**src/rtl/instr_fetch_pkg.sv**
```systemverilog
// Shared definitions for the instruction fetch unit: fetch FSM states,
// the NOP encoding and the machine word width.
package instr_fetch_pkg;

  localparam int XLEN = 32;

  localparam logic [XLEN-1:0] NOP_INSTR = 32'h0000_0013;

  typedef enum logic [1:0] {
    ST_BOOT  = 2'd0,
    ST_RUN   = 2'd1,
    ST_FLUSH = 2'd2
  } fetch_state_e;

  function automatic logic [XLEN-1:0] word_align(input logic [XLEN-1:0] addr);
    return {addr[XLEN-1:2], 2'b00};
  endfunction

endpackage

```
**src/rtl/fetch_fifo.sv**
```systemverilog
// Fetch buffer: DEPTH entries of {instr, pc}, with synchronous clear.
// Storage is not reset; only the pointers and occupancy are.
module fetch_fifo #(
  parameter int DEPTH = 2,
  parameter int WIDTH = 64
) (
  input  logic                       clk,
  input  logic                       rst,
  input  logic                       clear,
  input  logic                       push,
  input  logic [WIDTH-1:0]           push_data,
  input  logic                       pop,
  output logic [WIDTH-1:0]           head_data,
  output logic                       empty,
  output logic [$clog2(DEPTH+1)-1:0] count
);

  localparam int PTR_W = $clog2(DEPTH);
  localparam int CNT_W = $clog2(DEPTH+1);

  logic [WIDTH-1:0] mem [DEPTH];
  logic [PTR_W-1:0] wr_ptr;
  logic [PTR_W-1:0] rd_ptr;
  logic [CNT_W-1:0] cnt;
  logic             full;
  logic             do_push;
  logic             do_pop;

  function automatic logic [PTR_W-1:0] ptr_inc(input logic [PTR_W-1:0] p);
    return (p == PTR_W'(DEPTH-1)) ? '0 : p + 1'b1;
  endfunction

  assign empty   = (cnt == '0);
  assign full    = (cnt == CNT_W'(DEPTH));
  assign do_pop  = pop && !empty;
  // A pop in the same cycle frees the slot a push into a full buffer needs.
  assign do_push = push && (!full || do_pop);

  always_ff @(posedge clk) begin
    if (do_push && !clear) begin
      mem[wr_ptr] <= push_data;
    end
  end

  always_ff @(posedge clk) begin
    if (rst || clear) begin
      wr_ptr <= '0;
      rd_ptr <= '0;
      cnt    <= '0;
    end else begin
      if (do_push) wr_ptr <= ptr_inc(wr_ptr);
      if (do_pop)  rd_ptr <= ptr_inc(rd_ptr);
      if (do_push && !do_pop) begin
        cnt <= cnt + 1'b1;
      end else if (!do_push && do_pop) begin
        cnt <= cnt - 1'b1;
      end
    end
  end

  assign head_data = mem[rd_ptr];
  assign count     = cnt;

endmodule

```
**src/rtl/instr_fetch.sv**
```systemverilog
// Instruction fetch unit: credit-limited in-order fetch with redirect flush.
// Optional build macro FETCH_MISALIGN_CHECK_EN adds the fetch_misalign output.
module instr_fetch
  import instr_fetch_pkg::*;
#(
  parameter logic [31:0] RESET_PC = 32'h0000_0000,
  parameter int          DEPTH    = 2
) (
  input  logic        clk,
  input  logic        rst,
`ifdef FETCH_MISALIGN_CHECK_EN
  output logic        fetch_misalign,
`endif
  output logic        imem_req,
  output logic [31:0] imem_addr,
  input  logic        imem_gnt,
  input  logic        imem_rvalid,
  input  logic [31:0] imem_rdata,
  input  logic        redirect_valid,
  input  logic [31:0] redirect_pc,
  output logic        out_valid,
  output logic [31:0] out_instr,
  output logic [31:0] out_pc,
  input  logic        out_ready
);

  localparam int CNT_W = $clog2(DEPTH+1);

  fetch_state_e      state_q;
  fetch_state_e      state_d;
  logic [XLEN-1:0]   fetch_pc;
  logic [XLEN-1:0]   resp_pc;
  logic [XLEN-1:0]   target_pc;
  logic [CNT_W-1:0]  outstanding;
  logic [CNT_W-1:0]  stale;
  logic [CNT_W-1:0]  stale_n;
  logic [CNT_W-1:0]  fifo_count;
  logic [CNT_W:0]    inflight;
  logic [2*XLEN-1:0] head;
  logic              fifo_empty;
  logic              credit_ok;
  logic              fetch_halt;
  logic              grant;
  logic              rsp_any;
  logic              rsp_live;
  logic              push;
  logic              pop;

  assign target_pc = word_align(redirect_pc);

`ifdef FETCH_MISALIGN_CHECK_EN
  logic misalign_q;

  always_ff @(posedge clk) begin
    if (rst) begin
      misalign_q <= 1'b0;
    end else if (redirect_valid) begin
      misalign_q <= |redirect_pc[1:0];
    end
  end

  assign fetch_halt     = misalign_q;
  assign fetch_misalign = misalign_q;
`else
  assign fetch_halt = 1'b0;
`endif

  assign inflight  = {1'b0, outstanding} + {1'b0, fifo_count};
  assign credit_ok = inflight < (CNT_W+1)'(DEPTH);
  assign grant     = imem_req && imem_gnt;

  // Responses are in order: while stale > 0 the oldest in-flight one is stale.
  assign rsp_any  = imem_rvalid && ((stale != '0) || (outstanding != '0));
  assign rsp_live = imem_rvalid && (stale == '0) && (outstanding != '0);
  assign push     = rsp_live && !redirect_valid;
  assign pop      = out_ready && !fifo_empty && !redirect_valid;

  always_comb begin
    stale_n = stale;
    if (redirect_valid) begin
      stale_n = outstanding + stale - CNT_W'(rsp_any);
    end else if (imem_rvalid && (stale != '0)) begin
      stale_n = stale - 1'b1;
    end
  end

  // FSM: state register
  always_ff @(posedge clk) begin
    if (rst) begin
      state_q <= ST_BOOT;
    end else begin
      state_q <= state_d;
    end
  end

  // FSM: next state
  always_comb begin
    state_d = state_q;
    if (redirect_valid) begin
      state_d = (stale_n != '0) ? ST_FLUSH : ST_RUN;
    end else begin
      case (state_q)
        ST_BOOT:  state_d = ST_RUN;
        ST_RUN:   state_d = ST_RUN;
        ST_FLUSH: state_d = (stale_n == '0) ? ST_RUN : ST_FLUSH;
        default:  state_d = ST_BOOT;
      endcase
    end
  end

  // FSM: outputs
  always_comb begin
    imem_req = 1'b0;
    if (state_q == ST_RUN) begin
      imem_req = !redirect_valid && !fetch_halt && credit_ok;
    end
  end

  always_ff @(posedge clk) begin
    if (rst) begin
      fetch_pc    <= RESET_PC;
      resp_pc     <= RESET_PC;
      outstanding <= '0;
      stale       <= '0;
    end else begin
      stale <= stale_n;
      if (redirect_valid) begin
        fetch_pc    <= target_pc;
        resp_pc     <= target_pc;
        outstanding <= '0;
      end else begin
        if (grant) fetch_pc <= fetch_pc + 32'd4;
        if (push)  resp_pc  <= resp_pc + 32'd4;
        if (grant && !rsp_live) begin
          outstanding <= outstanding + 1'b1;
        end else if (!grant && rsp_live) begin
          outstanding <= outstanding - 1'b1;
        end
      end
    end
  end

  fetch_fifo #(
    .DEPTH (DEPTH),
    .WIDTH (2*XLEN)
  ) u_fifo (
    .clk       (clk),
    .rst       (rst),
    .clear     (redirect_valid),
    .push      (push),
    .push_data ({imem_rdata, resp_pc}),
    .pop       (pop),
    .head_data (head),
    .empty     (fifo_empty),
    .count     (fifo_count)
  );

  assign imem_addr = fetch_pc;
  assign out_valid = !fifo_empty;
  assign out_instr = fifo_empty ? NOP_INSTR : head[2*XLEN-1:XLEN];
  assign out_pc    = fifo_empty ? '0 : head[XLEN-1:0];

endmodule

```
**config.mk**
```make
export PLATFORM = sky130hd
export DESIGN_NAME = instr_fetch
export DESIGN_NICKNAME = d
export VERILOG_FILES = /design/src/rtl/instr_fetch_pkg.sv /design/src/rtl/fetch_fifo.sv /design/src/rtl/instr_fetch.sv
export SDC_FILE = /design/constraint.sdc
export NUM_CORES = 1
export LEC_CHECK = 0
export CAP_MARGIN = 20
export CORE_MARGIN = 2
export CORE_UTILIZATION = 57
export DETAILED_ROUTE_END_ITERATION = 7
export GPL_ROUTABILITY_DRIVEN = 0
export PLACE_DENSITY = 0.92
export SYNTH_ARGS = -nofsm -noshare
export SYNTH_HDL_FRONTEND = slang
export SYNTH_HIERARCHICAL = 1
export SYNTH_SLANG_ARGS = --single-unit
```
**constraint.sdc**
```tcl
create_clock -name clk -period 16.8 [get_ports clk]
set_input_delay 1.68 -clock clk [delete_from_list [all_inputs] [get_ports clk]]
set_output_delay 1.68 -clock clk [all_outputs]
set_load 0.02 [all_outputs]
```
### After elaboration in Yosys (flattened, before gate mapping)

Memory sizes are Yosys's and may differ from the RTL's. A register that Yosys moved wholly into a read port is not among the register bits.
Index checks and enable logic that the tools add are counted.
Widths: inputs -> output; s select.

* input bits: 70
* output and inout bits: 98
* memories kept: 1
* RAM bits: 128
* bits in registers: 74

Memory list
* u_fifo.mem: words 2, width 64, rd ports 1, clocked after memory_dff 1, wr ports 1, line fetch_fifo.sv:21 `logic [WIDTH-1:0] mem [DEPTH];`

* reduce and logical (&&, ||, !) cells: 39
* muxes and demuxes: 23
* order comparisons: 1
* $add $sub $neg: 12
* eq/ne operators: 3

Operator list (number)
* $mux 32: 6
* $add 32x3->32 const B: 2
* $mux 2: 9
* $logic_and 1x1->1: 16
* $reduce_bool 2->1: 7
* $logic_not 2->1: 4
* $logic_not 1->1: 7
* $mux 1: 7
* $sub 2x1->2 const B: 3
* $add 2x1->2 const B: 2
* $eq 2x2->1 const B: 2
* $pmux 2 s2: 1
* $reduce_or 2->1: 2
* $add 2x2->3: 1
* $logic_or 1x1->1: 3
* $lt 3x2->1 const B: 1
* $add 1x1->1 const B: 2
* $add 2x2->2: 1
* $eq 2x1->1 const B: 1
* $sub 2x1->2: 1

### Logic depth before layout (Yosys ltp)

Gate-level depths: netlist of run 1.

* depth after elaboration: 11
* depth in mapped cells: 13

### Modules after synthesis

Netlist of run 1, hierarchy kept.

Modules (own cells, without submodules)
* fetch_fifo: area each 4852.2 µm², times used 1, cells an instance 225
* instr_fetch: area each 4322.9 µm², times used 1, cells an instance 550

### Least setup slack after synthesis of run 1

No wires, ideal clock.

* kind: input port to flip-flop
* start point: input redirect_valid
* end point: memory u_fifo.mem[1][0], enable pin
* setup slack: 9.050 ns
* stages on the path: 6
* data required time: 16.221 ns
* library setup time: 0.579 ns
* arrival: 7.171 ns
* cell sequence: buf_6 inv_2 clkbuf_1 and3_1 o31ai_2 nor3b_1

* longest elaborated chain between the ends: 8
* elaborated cells on any way between the ends: 9
* those cells by class: mux: 2; reduce/logical: 7

Ends and longest elaborated chain
* start: declaration: line instr_fetch.sv:19 `input logic redirect_valid,`
* $logic_not 1->1: line instr_fetch.sv:76 `assign pop = out_ready && !fifo_empty && !redirect_valid;`
* $logic_and 1x1->1: line instr_fetch.sv:76
* net pop: line instr_fetch.sv:47 `logic pop;`
* $logic_and 1x1->1: line fetch_fifo.sv:35 `assign do_pop = pop && !empty;`
* $logic_or 1x1->1: line fetch_fifo.sv:37 `assign do_push = push && (!full || do_pop);`
* $logic_and 1x1->1: line fetch_fifo.sv:37
* $logic_and 1x1->1: line fetch_fifo.sv:40 `if (do_push && !clear) begin`
* $mux 1: line fetch_fifo.sv:40
* $mux 1 (implied by the code): line fetch_fifo.sv:41 `mem[wr_ptr] <= push_data;`
* end: declaration: line fetch_fifo.sv:21

The timed path passes the listed nets, and every way through them passes these cells.

### Final worst setup path of run 1

* start point: input redirect_valid
* end point: output imem_req

* longest elaborated chain between the ends: 3

Ends and longest elaborated chain
* $logic_not 1->1: line instr_fetch.sv:115 `imem_req = !redirect_valid && !fetch_halt && credit_ok;`
* $logic_and 1x1->1: line instr_fetch.sv:115
* $mux 1: line instr_fetch.sv:114 `if (state_q == ST_RUN) begin`
* end: declaration: line instr_fetch.sv:14 `output logic imem_req,`

No other way between the ends.

==> run summary, run 1 <==
Layout fillers -> 1030
nets -> 1006
top-count cell post-synth -> edfxtp_1
TritonCTS buffer count -> 17
Peak Freq -> 193.5 MHz
I/O pin count -> 168
fin crit share -> 30.77%
clk root buf -> clkbuf_16
CTS resizes -> 0
Detailed Route WL -> 19750 um
maximum clock path buffer count -> 2
design area -> 0.01164 mm2
Pre-Repair DR Iteration Count -> 5
Worst EP required -> 15.12 ns
GRT Overall Usage -> 23.52%
Max Cap Viol -> 0
kind of critical path -> in -> out
Reg-to-Reg Start -> u_fifo/count[0]$_SDFFE_PP0P_
Skew-Pair Late Insertion Delay -> 0.43 ns
setup repair bufs after CTS -> 0
synth warn -> 6
GR Layer Usage met1 -> 31.60%
Top FF cell, synth -> edfxtp_1
initial antenna violation count -> 0
Slew headroom -> 40.38%
maximum VDD drop -> 0.07333 mV
Core Region -> 0.01583 mm2
Register-to-Register Path Depth -> 8
Yosys cell types -> 67
status -> complete, no violations
RSZ-0062 raised after global routing -> no
largest cells by area after synthesis -> edfxtp_1 42%, dfxtp_1 15%, mux2_1 7.4%
Area after DPL -> 0.01095 mm2
Post-synth top cells -> 128 x edfxtp_1, 71 x dfxtp_1, 62 x nor2b_1, 60 x mux2_1, 46 x nor2_1
H-tree Lvls -> 4
post-layout power -> 1.103 mW
Worst-Margin Slew -> 0.8921 ns
Syn Area/Cell -> 11.84 um2
busiest grt layer -> met2
global-route wire length before repair -> 31280 um
diodes inserted -> 0
DIE AREA -> 0.01713 mm2
Hold WC Path Type -> reg -> reg
Finished Core Util -> 73.52%
num rows -> 46
CP startpoint kind -> input port
Fin Setup TNS -> 0 ns
die width -> 130.9 um
DRC violations left -> 0
GRT Residual Overflow -> 0
fraction of layout cells with a size suffix above 1 -> 7.651%
WHS -> 0.4899 ns
Seq/Total Area, Yosys -> 57.38%
met3 Track Usage GR -> 5.252%
wire per inst -> 17.07 um
Post-DP HPWL -> 12670 um
FFs w/ async S/R, synth -> 0%
R2R Setup Slk -> 13.20 ns
IO Port Bufs -> 163
post-layout min period -> 5.169 ns
Power Density -> 94.82 mW/mm2
final setup fails -> 0
Hold-fix buffers, CTS -> 0
Leak -> 3.908 nW
via count -> 6599
Clk pin slew, worst setup/hold paths -> 0.06 ns
Setup crit end kind -> primary output
r2r endpoint -> imem_addr[22]$_SDFFE_PP0P_
WP data arrival -> 3.49 ns
Area Growth Syn to Fin -> 26.82%
GR Layer Usage met2 -> 38.20%
Hold Path Depth -> 0
Iteration-0 DRC Markers -> 524
largest net degree at the start of global routing -> 66
clk_skew -> 0.008308 ns
CP max FO -> 52
Gate Count Post-Synth -> 775
CTS tree -> yes
post-synth top area cell -> edfxtp_1
hold-critical path endpoint -> u_fifo/mem[0][11]$_DFFE_PP_
clk sinks -> 199
Initial Utilization -> 57.97%
Final Slew Violations -> 0
Final ANT Viol Nets -> 0
critical hold path startpoint -> resp_pc[11]$_SDFFE_PP0P_
vias in the first global route -> 6293
Die Ht -> 130.9 um
Avg Vias per Cell -> 5.704
top-area cell type share of the netlist area -> 41.89%
final hold viol count -> 0
Post-synth EDFFs -> 128
Mapped Area -> 0.009175 mm2
#FFs+latches synth -> 199
==> cells in the final DEF, fill, tap and decap left out, types with 4 or more instances in the layout <==
cell	synthesis	routed
conb_1	1	6
or3_1	11	11
xor2_1	21	21
nor2_1	46	45
o21bai_1	6	6
a21oi_1	28	28
nand2b_1	5	5
clkbuf_16	0	21
bufinv_16	0	4
nor3_1	14	13
nand3_1	22	22
edfxtp_1	128	128
nor4_1	6	6
mux2i_1	4	4
nand2_1	38	38
clkinv_2	0	4
and3_1	6	6
ha_1	7	7
buf_4	9	7
or2_2	4	4
dfxtp_1	71	70
a31oi_1	18	18
and2_1	4	4
a211oi_1	10	10
mux2_1	60	60
o21ai_0	12	12
nand4_1	25	25
a21boi_0	13	13
xnor2_1	26	26
mux2_2	6	6
clkdlybuf4s50_1	0	161
nor2b_1	62	62
inv_1	25	25
==> layer usage <==
metal,vias up,share of wire [%],routed length (um)
met5,-,0,0
met4,0,1.6,318
met3,29,8.3,1643
met2,296,47,9323
met1,3149,43,8466
li1,3125,-,-
==> worst max path at each step <==
stage / depth (start not counted) / end / slack (ns) / from
3_5_place_dp: 5 / imem_req / 11.65 / redirect_valid
5_1_grt: 5 / imem_req / 11.54 / redirect_valid
3_3_place_gp: 5 / imem_req / 11.63 / redirect_valid
6_report: 5 / imem_req / 11.63 / redirect_valid
2_1_floorplan: 6 / u_fifo/mem[1][0]$_DFFE_PP_ / 9.05 / redirect_valid
4_1_cts: 5 / imem_req / 11.64 / redirect_valid
==> area by class of cell <==
type / instances / area [um2] / area share [%]
Inverter: 27 / 101.3 / 0.8710
Clock inverter: 10 / 156.4 / 1.344
Sequential cell: 199 / 5266 / 45.26
Timing Repair Buffer: 170 / 1674 / 14.39
Multi-Input combinational cell: 513 / 3638 / 31.27
Clock buffer: 22 / 529.3 / 4.548
Tap cell: 216 / 270.3 / 2.323
==> power breakdown <==
group	switching (mW)	internal [mW]	leakage [nW]	total, mW
Sequential	0.0174	0.533	1.75	0.551
Clock	0.171	0.285	0.337	0.456
Combinational	0.0488	0.0477	1.82	0.0965
==> kinds of logic after synthesis <==
| kind of cell | share of synthesized area [%] |
|---|---|
| and+or+nand+nor | 16.88 |
| other | 0.04087 |
| buffers and inverters | 3.355 |
| adders and majority gates | 1.173 |
| xor gates and xnor gates | 4.487 |
| AOI/OAI and AO/OA | 7.978 |
| DFF | 57.38 |
| muxes | 8.700 |
==> critical path, stage by stage <==
cell             delay [ns]
buf_2                  0.09
buf_4                  0.27
or4b_4                 0.64
nor2_1                 0.14
clkdlybuf4s50_1        0.63
==> state kept, by name, summed over array words and instances, names as in the netlist, named ones only <==
register,count
imem_addr,30
resp_pc,30
state_q,2
u_fifo/count,2
u_fifo/rd_ptr,1
stale,2
u_fifo/wr_ptr,1
u_fifo/mem,128
outstanding,2
==> metrics by stage <==
stage	worst slack [ns]	std cells
after floorplan	9.050	780
after global placement	11.63	1125
after detailed placement	11.65	1125
after CTS	11.64	1157
after global routing	11.54	1157
final	11.63	1157
(Power assumes the default switching activity.)
==> inputs of run 2 (changes only) <==
--- a/config.mk
+++ b/config.mk
@@ -7,10 +7,10 @@
 export LEC_CHECK = 0
 export CAP_MARGIN = 20
 export CORE_MARGIN = 2
-export CORE_UTILIZATION = 57
+export CORE_UTILIZATION = 48
 export DETAILED_ROUTE_END_ITERATION = 7
 export GPL_ROUTABILITY_DRIVEN = 0
-export PLACE_DENSITY = 0.92
+export PLACE_DENSITY = 0.83
 export SYNTH_ARGS = -nofsm -noshare
 export SYNTH_HDL_FRONTEND = slang
 export SYNTH_HIERARCHICAL = 1
==> constraint.sdc (replaced) <==
create_clock -name clk -period 4.3 [get_ports clk]
set_input_delay 0.43 -clock clk [delete_from_list [all_inputs] [get_ports clk]]
set_output_delay 0.43 -clock clk [all_outputs]
set_load 0.02 [all_outputs]
==> run summary, run 2 (synthesis results as in run 1) <==
status -> complete, no violations
largest net degree at the start of global routing -> 65 (-1.5%)
fraction of layout cells with a size suffix above 1 -> 7.537% (-0.11 points)
clk_skew -> 0.01027 ns (+0.001960 ns)
most common cell after layout, fill and taps aside -> clkdlybuf4s50_1
CTS tree -> yes
diodes inserted -> 0 (unchanged)
final setup fails -> 0 (unchanged)
GRT Overall Usage -> 20.54% (-3.0 points)
Slew headroom -> 41.08% (+0.70 points)
Power Density -> 353.6 mW/mm2 (+270%)
Fin Setup TNS -> 0 ns (unchanged)
commonest cells after routing, fill and taps aside -> 161 x clkdlybuf4s50_1, 128 x edfxtp_1, 70 x dfxtp_1
Reg-to-Reg Start -> u_fifo/count[0]$_SDFFE_PP0P_
GRT Residual Overflow -> 0 (unchanged)
Hold WC Path Type -> reg -> reg
IO Port Bufs -> 163 (unchanged)
Setup crit end kind -> primary output
Hold-fix buffers, CTS -> 0 (unchanged)
CTS resizes -> 0 (unchanged)
critical hold path startpoint -> resp_pc[11]$_SDFFE_PP0P_
WP data arrival -> 2.88 ns (-0.61 ns)
Area Growth Syn to Fin -> 26.37%
setup repair bufs after CTS -> 0 (unchanged)
clk root buf -> clkbuf_16
wire per inst -> 17.41 um (+2.0%)
nets -> 1007 (+0.099%)
Detailed Route WL -> 20470 um (+3.6%)
CP max FO -> 6 (-88%)
kind of critical path -> reg -> out
post-layout min period -> 3.306 ns
vias in the first global route -> 6443 (+2.4%)
via count -> 6501 (-1.5%)
Pre-Repair DR Iteration Count -> 5 (unchanged)
crit path max-delay cell type -> clkdlybuf4s50_1
Worst EP required -> 3.87 ns (-11.25 ns)
initial antenna violation count -> 0 (unchanged)
Worst-Margin Slew -> 0.8837 ns (-0.008378 ns)
global-route wire length before repair -> 32630 um (+4.3%)
Largest register FFs -> 128 (unchanged)
Layout fillers -> 1482 (+44%)
TritonCTS buffer count -> 17 (unchanged)
Finished Core Util -> 61.99% (-12 points)
maximum clock path buffer count -> 2 (unchanged)
CP startpoint -> u_fifo/count[0]$_SDFFE_PP0P_
Final Slew Violations -> 0 (unchanged)
die width -> 142.3 um (+8.7%)
Post-DP HPWL -> 13610 um (+7.4%)
maximum VDD drop -> 0.3345 mV (+360%)
Die Ht -> 142.3 um (+8.7%)
DRC violations left -> 0 (unchanged)
Avg Vias per Cell -> 5.528 (-3.1%)
Most flops, register -> u_fifo/mem
Final ANT Viol Nets -> 0 (unchanged)
Skew-Pair Late Insertion Delay -> 0.43 ns (about the same)
final hold viol count -> 0 (unchanged)
RSZ-0062 raised after global routing -> no
crit-path cells -> and2_1, fa_1, or4b_4, nor2_1, clkdlybuf4s50_1
I/O pin count -> 168 (unchanged)
Leak -> 3.860 nW (-1.2%)
Core Region -> 0.01871 mm2 (+18%)
H-tree Lvls -> 4 (unchanged)
Iteration-0 DRC Markers -> 428 (-18%)
clk sinks -> 199 (unchanged)
Peak Freq -> 302.5 MHz
Clk pin slew, worst setup/hold paths -> 0.07 ns (about the same)
crit-path max cell delay -> 0.63 ns (about the same)
num rows -> 50 (+8.7%)
fin crit share -> 76.88%
DIE AREA -> 0.02024 mm2 (+18%)
Initial Utilization -> 49.05% (-8.9 points)
CP startpoint kind -> register
Max Cap Viol -> 0 (unchanged)
[run 2: cell types whose count changed in the layout (fill, tap and decap cells not counted), sizes merged]
cell / before / now
clkinvlp: 1 / 3
clkbuf: 22 / 19
bufinv: 4 / 2
inv: 28 / 31
buf: 9 / 10
[run 2: path summary, 6_finish.rpt]
kind                                      end  slack (ns)  depth (start not counted)
hold / removal    u_fifo/mem[1][11]$_DFFE_PP_        0.50                          0
setup reg to reg   imem_addr[22]$_SDFFE_PP0P_        1.13                          9
hold reg to reg   u_fifo/mem[1][11]$_DFFE_PP_        0.50                          0
setup / recovery                     imem_req        0.99                          5
[run 2: cell type report]
class | count | area [um2] | area share [%]
Inverter | 27 | 101.3 | 0.8741
Clock inverter | 13 | 143.9 | 1.241
Timing Repair Buffer | 171 | 1707 | 14.72
Multi-Input combinational cell | 513 | 3651 | 31.49
Sequential cell | 199 | 5266 | 45.42
Tap cell | 234 | 292.8 | 2.525
Clock buffer | 19 | 432.9 | 3.734
[run 2: report_power, final]
part	internal, mW	switching, mW
Combinational	0.188	0.194
Sequential	2.08	0.0663
Clock	0.864	0.706
[run 2: stage by stage]
stage                     hold WS, ns  std cells  setup slack [ns]  instance area [um2]  power (mW)
after global routing           0.5021       1176            0.8771                11590       4.241
after CTS                      0.4763       1176            0.9698                11590       4.137
after global placement         0.4711       1144             1.282                11020       2.554
after floorplan                0.4476        780        0.00002576                 9204       2.390
final                          0.4983       1176            0.9942                11590       4.100
after detailed placement       0.4811       1144             1.194                11020       2.568
[run 2: per-layer routing]
metal | global-route usage [%] | routed length, um
met1 | 27.59 | 9097
met2 | 33.21 | 9530
met3 | 4.206 | 1533
met4 | 7.368 | 310
met5 | 0 | 0
[run 2: worst max-delay path, delay by kind of cell, from the launching register on]
kind	cells	cell delay, ns
AND/OR/NAND/NOR	3	0.87
flip-flops	1	0.51
buffers and inverters	1	0.63
adder cells (fa/ha/maj)	1	0.44
==> inputs of run 3 (changes only) <==
--- a/config.mk
+++ b/config.mk
@@ -7,10 +7,10 @@
 export LEC_CHECK = 0
 export CAP_MARGIN = 20
 export CORE_MARGIN = 2
-export CORE_UTILIZATION = 48
+export CORE_UTILIZATION = 53
 export DETAILED_ROUTE_END_ITERATION = 7
 export GPL_ROUTABILITY_DRIVEN = 0
-export PLACE_DENSITY = 0.83
+export PLACE_DENSITY = 0.87
 export SYNTH_ARGS = -nofsm -noshare
 export SYNTH_HDL_FRONTEND = slang
 export SYNTH_HIERARCHICAL = 1
==> constraint.sdc (replaced) <==
create_clock -name clk -period 3.2 [get_ports clk]
set_input_delay 0.32 -clock clk [delete_from_list [all_inputs] [get_ports clk]]
set_output_delay 0.32 -clock clk [all_outputs]
set_load 0.02 [all_outputs]
==> run summary, run 3 (synthesis results as in run 1) <==
global-route wire length before repair -> 31510 um (-3.4%)
TritonCTS buffer count -> 17 (unchanged)
status -> complete, no violations
Die Ht -> 135.6 um (-4.7%)
Post-DP HPWL -> 13360 um (-1.8%)
DRC violations left -> 0 (unchanged)
maximum clock path buffer count -> 2 (unchanged)
Avg Vias per Cell -> 5.663 (+2.4%)
most common cell after layout, fill and taps aside -> clkdlybuf4s50_1
Pre-Repair DR Iteration Count -> 5 (unchanged)
register area -> 0.005270 mm2 (about the same)
WHS -> 0.3697 ns (-0.1286 ns)
WP data arrival -> 2.80 ns (-0.08 ns)
Register-to-Register Path Depth -> 8 (-1)
CP max FO -> 6 (unchanged)
Slew headroom -> 40.98% (-0.11 points)
GRT Residual Overflow -> 0 (unchanged)
nets -> 1012 (+0.50%)
Skew-Pair Late Insertion Delay -> 0.43 ns (about the same)
Worst EP required -> 2.88 ns (-0.99 ns)
Core Region -> 0.01712 mm2 (-8.5%)
clk sinks -> 199 (unchanged)
die width -> 135.6 um (-4.7%)
Logic pwr share -> 9.6% (+0.3 points)
GRT Overall Usage -> 21.91% (+1.4 points)
Initial Utilization -> 53.60% (+4.6 points)
clk_skew -> 0.01325 ns (+0.002978 ns)
Leak -> 3.892 nW (+0.83%)
initial antenna violation count -> 0 (unchanged)
num rows -> 48 (-4.0%)
commonest cells after routing, fill and taps aside -> 161 x clkdlybuf4s50_1, 128 x edfxtp_1, 67 x dfxtp_1
Net Sw Power -> 1.304 mW (+35%)
Switching Share -> 23.92% (+0.36 points)
final setup fails -> 0 (unchanged)
CP startpoint kind -> register
setup repair bufs after CTS -> 0 (unchanged)
Peak Freq -> 320.2 MHz
P_int -> 4.148 mW (+32%)
Power Density -> 466.8 mW/mm2 (+32%)
dpl ws -> 0.4640 ns (-0.7297 ns)
Worst-Margin Slew -> 0.8854 ns (+0.001627 ns)
Layout fillers -> 1226 (-17%)
Iteration-0 DRC Markers -> 313 (-27%)
share of total power in sequential cells -> 53.1% (+0.7 points)
largest net degree at the start of global routing -> 65 (unchanged)
Most flops, register -> u_fifo/mem
wire per inst -> 16.82 um (-3.4%)
vias in the first global route -> 6278 (-2.6%)
multi-input logic area -> 0.003690 mm2 (+1.1%)
H-tree Lvls -> 4 (unchanged)
post-layout min period -> 3.123 ns
Fin Setup TNS -> 0 ns (unchanged)
Hold WC Path Type -> in -> reg
Hold Path Depth -> 2 (+2)
Final ANT Viol Nets -> 0 (unchanged)
Detailed Route WL -> 19710 um (-3.7%)
dpl cells -> 1140 (-0.35%)
fraction of layout cells with a size suffix above 1 -> 9.504% (+2.0 points)
fin crit share -> 97.59%
setup ws final -> 0.07707 ns (-0.9172 ns)
I/O pin count -> 168 (unchanged)
via count -> 6637 (+2.1%)
RSZ-0062 raised after global routing -> no
IO Port Bufs -> 163 (unchanged)
final hold viol count -> 0 (unchanged)
Final Slew Violations -> 0 (unchanged)
DIE AREA -> 0.01838 mm2 (-9.2%)
Largest register FFs -> 128 (unchanged)
clk root buf -> clkbuf_16
CTS tree -> yes
diodes inserted -> 0 (unchanged)
Max Cap Viol -> 0 (unchanged)
Area Growth Syn to Fin -> 27.29%
clock network power share -> 37.3% (-1.0 points)
kind of critical path -> reg -> out
Setup crit end kind -> primary output
maximum VDD drop -> 0.3845 mV (+15%)
Clk pin slew, worst setup/hold paths -> 0.07 ns (about the same)
Hold-fix buffers, CTS -> 0 (unchanged)
fin cells -> 1172 (-0.34%)
-- run 3: cell count changes in the layout (fill, tap and decap cells not counted), sizes merged --
cell	change
inv	+2
bufinv	-1
buf	+5
clkinvlp	+1
clkbuf	-2
-- run 3: timing repair --
action                                  CTS  global route
endpoints found under the setup margin    0             1
hold endpoints to repair                  0             0
gates resized for setup                   0             1
-- run 3: path summary, 6_finish.rpt --
kind	startpoint	to	slack [ns]
setup / recovery	u_fifo/count[0]$_SDFFE_PP0P_	imem_req	0.08
hold reg to reg	resp_pc[11]$_SDFFE_PP0P_	u_fifo/mem[0][11]$_DFFE_PP_	0.49
setup reg to reg	u_fifo/count[0]$_SDFFE_PP0P_	imem_addr[24]$_SDFFE_PP0P_	0.42
hold / removal	redirect_valid	outstanding[0]$_SDFFE_PP0P_	0.37
-- run 3: power groups by stage --
stage | clock, mW | combinational, mW | sequential, mW
after floorplan | 0 | 0.277 | 2.95
after global placement | 0 | 0.505 | 2.94
after detailed placement | 0 | 0.519 | 2.95
after CTS | 2.07 | 0.523 | 2.89
after global routing | 2.18 | 0.572 | 2.90
final | 2.04 | 0.524 | 2.89
-- run 3: cell type report --
cell class	count	area share, %
clock buffer	17	3.643
clock inverter	15	1.211
inverter	27	0.8678
multi-input combinational	513	31.59
sequential	199	45.13
tap	225	2.411
timing repair buffer	176	15.15
-- run 3: per-stage QoR --
step	utilization, %	total power, mW	instance area [um2]
5_1_grt	68.23	5.655	11680
3_3_place_gp	64.91	3.445	11110
3_5_place_dp	64.91	3.465	11110
2_1_floorplan	-	3.225	9270
4_1_cts	68.22	5.484	11680
6_report	68.23	5.452	11680
-- run 3: per-layer routing --
metal	part of all wire [%]	routed length, um	up-vias	GRT usage, %
met5	0	0	-	0
met4	1.3	255	0	7.639
met3	6.4	1271	24	3.891
met2	47	9244	265	34.23
met1	45	8942	3209	30.98
li1	-	-	3139	-
-- run 3: critical path, cell delays in order (launching register included) --
cell and delay, ns:
dfxtp_2 0.44, and2_1 0.17, fa_1 0.44, or4b_4 0.54, nor2_1 0.14, clkdlybuf4s50_1 0.63
==> patch (flow settings as in run 2) <==
Encoding of `fetch_state_e`: now one-hot (3 bits for 3 states).
--- a/src/rtl/instr_fetch_pkg.sv
+++ b/src/rtl/instr_fetch_pkg.sv
@@ -6,10 +6,10 @@
 
   localparam logic [XLEN-1:0] NOP_INSTR = 32'h0000_0013;
 
-  typedef enum logic [1:0] {
-    ST_BOOT  = 2'd0,
-    ST_RUN   = 2'd1,
-    ST_FLUSH = 2'd2
+  typedef enum logic [2:0] {
+    ST_BOOT  = 3'b001,
+    ST_RUN   = 3'b010,
+    ST_FLUSH = 3'b100
   } fetch_state_e;
 
   function automatic logic [XLEN-1:0] word_align(input logic [XLEN-1:0] addr);
Function: no difference found for any inputs over 4 cycles, from zero or initial values and one cycle with rst high; so few cycles prove little.
==> patch against run 2 <==
Worst setup slack got worse by 250 ps; sequential cell count rose by 1; area after synthesis fell by 0.31%; design area barely moved; non-clock buffer count rose by 1; total power rose by 1.4%; routed wire length rose by 1.7%; die area fell by 0.30%; critical path type unchanged; highest routed layer unchanged.
==> patch: results <==
export IMPL_synth_compound_area_frac=0.0882
export IMPL_rr_worst_depth=8
export IMPL_grt_pass1_vias=6429
export IMPL_fin_worst_skew_ps=9.98
export IMPL_nFillCells=1430
export IMPL_arrival_ps=3130
export IMPL_use_met3=0.0454
export IMPL_drt_initial_drc_count=668
export IMPL_drt_met1_wl_um=9080
export IMPL_synth_commonest_cells="128 x edfxtp_1, 72 x dfxtp_1, 62 x nor2b_1"
export IMPL_drive_above_1_share=0.0758
export IMPL_route_met3_wl_um=1460
export IMPL_met2_usage=0.340
export IMPL_placedCellCount=1138
export IMPL_power_leakage_nw=3.77
export IMPL_grtUsageTotal=0.206
export IMPL_relSlewSlack=0.401
export IMPL_grt_pass1_wl_um=32500
export IMPL_yosys_area_share_adder=0.0118
export IMPL_r2r_slack_ps=1040
export IMPL_fmax_mhz=281
export IMPL_dpl_worst_slack_ps=1080
export IMPL_status="completed"
export IMPL_routed_wl_met2_um=9970
export IMPL_wl_per_cell_um=17.8
export IMPL_finalNetCount=1002
export IMPL_ys_seq_area_frac=0.578
export IMPL_placed_cell_area_mm2=0.0110
export IMPL_grt_met1_usage=0.271
==> patch: changes by cell type after synthesis, moves of 5 or more <==
cell	change
a21oi_1	-11
inv_1	-11
nor2_1	-8
a31oi_1	-7
o22ai_1	+7
o21ai_0	+6
o21bai_1	-6
nand2_1	+5
==> patch: power by group <==
group          total (mW)  leakage (nW)  switching, mW  internal, mW
logic               0.404          1.74          0.204         0.200
registers            2.18          1.76         0.0790          2.10
clock network        1.58         0.280          0.753         0.826
total                4.16          3.77           1.04          3.12
==> patch: final cells by class <==
| cell class | instances | area, µm² | area share |
|---|---|---|---|
| Inverter | 18 | 70.1 | 0.00604 |
| Clock buffer | 17 | 425 | 0.0367 |
| Sequential cell | 200 | 5290 | 0.456 |
| Tap cell | 234 | 293 | 0.0252 |
| Clock inverter | 15 | 161 | 0.0139 |
| Multi-Input combinational cell | 515 | 3660 | 0.315 |
| Timing Repair Buffer | 172 | 1710 | 0.147 |
==> patch: how the worst min path moves through the flow <==
stage / from / endpoint / slack [ps]
2_1_floorplan: resp_pc[8] / u_fifo/mem[0][8] / 430
3_3_place_gp: resp_pc[8] / u_fifo/mem[0][8] / 430
3_5_place_dp: resp_pc[8] / u_fifo/mem[0][8] / 440
4_1_cts: resp_pc[8] / u_fifo/mem[0][8] / 450
5_1_grt: resp_pc[8] / u_fifo/mem[1][8] / 490
6_report: resp_pc[8] / u_fifo/mem[0][8] / 460
==> patch: logic make-up (layout without fill, tap and decap cells) <==
logic type / Yosys count / count (layout)
AOI/OAI and AO/OA: 117 / 117
buffers and inverters: 56 / 222
xor gates and xnor gates: 44 / 44
adders and majority gates: 8 / 8
and+or+nand+nor: 271 / 271
other: 1 / 6
muxes: 69 / 69
DFF: 200 / 200
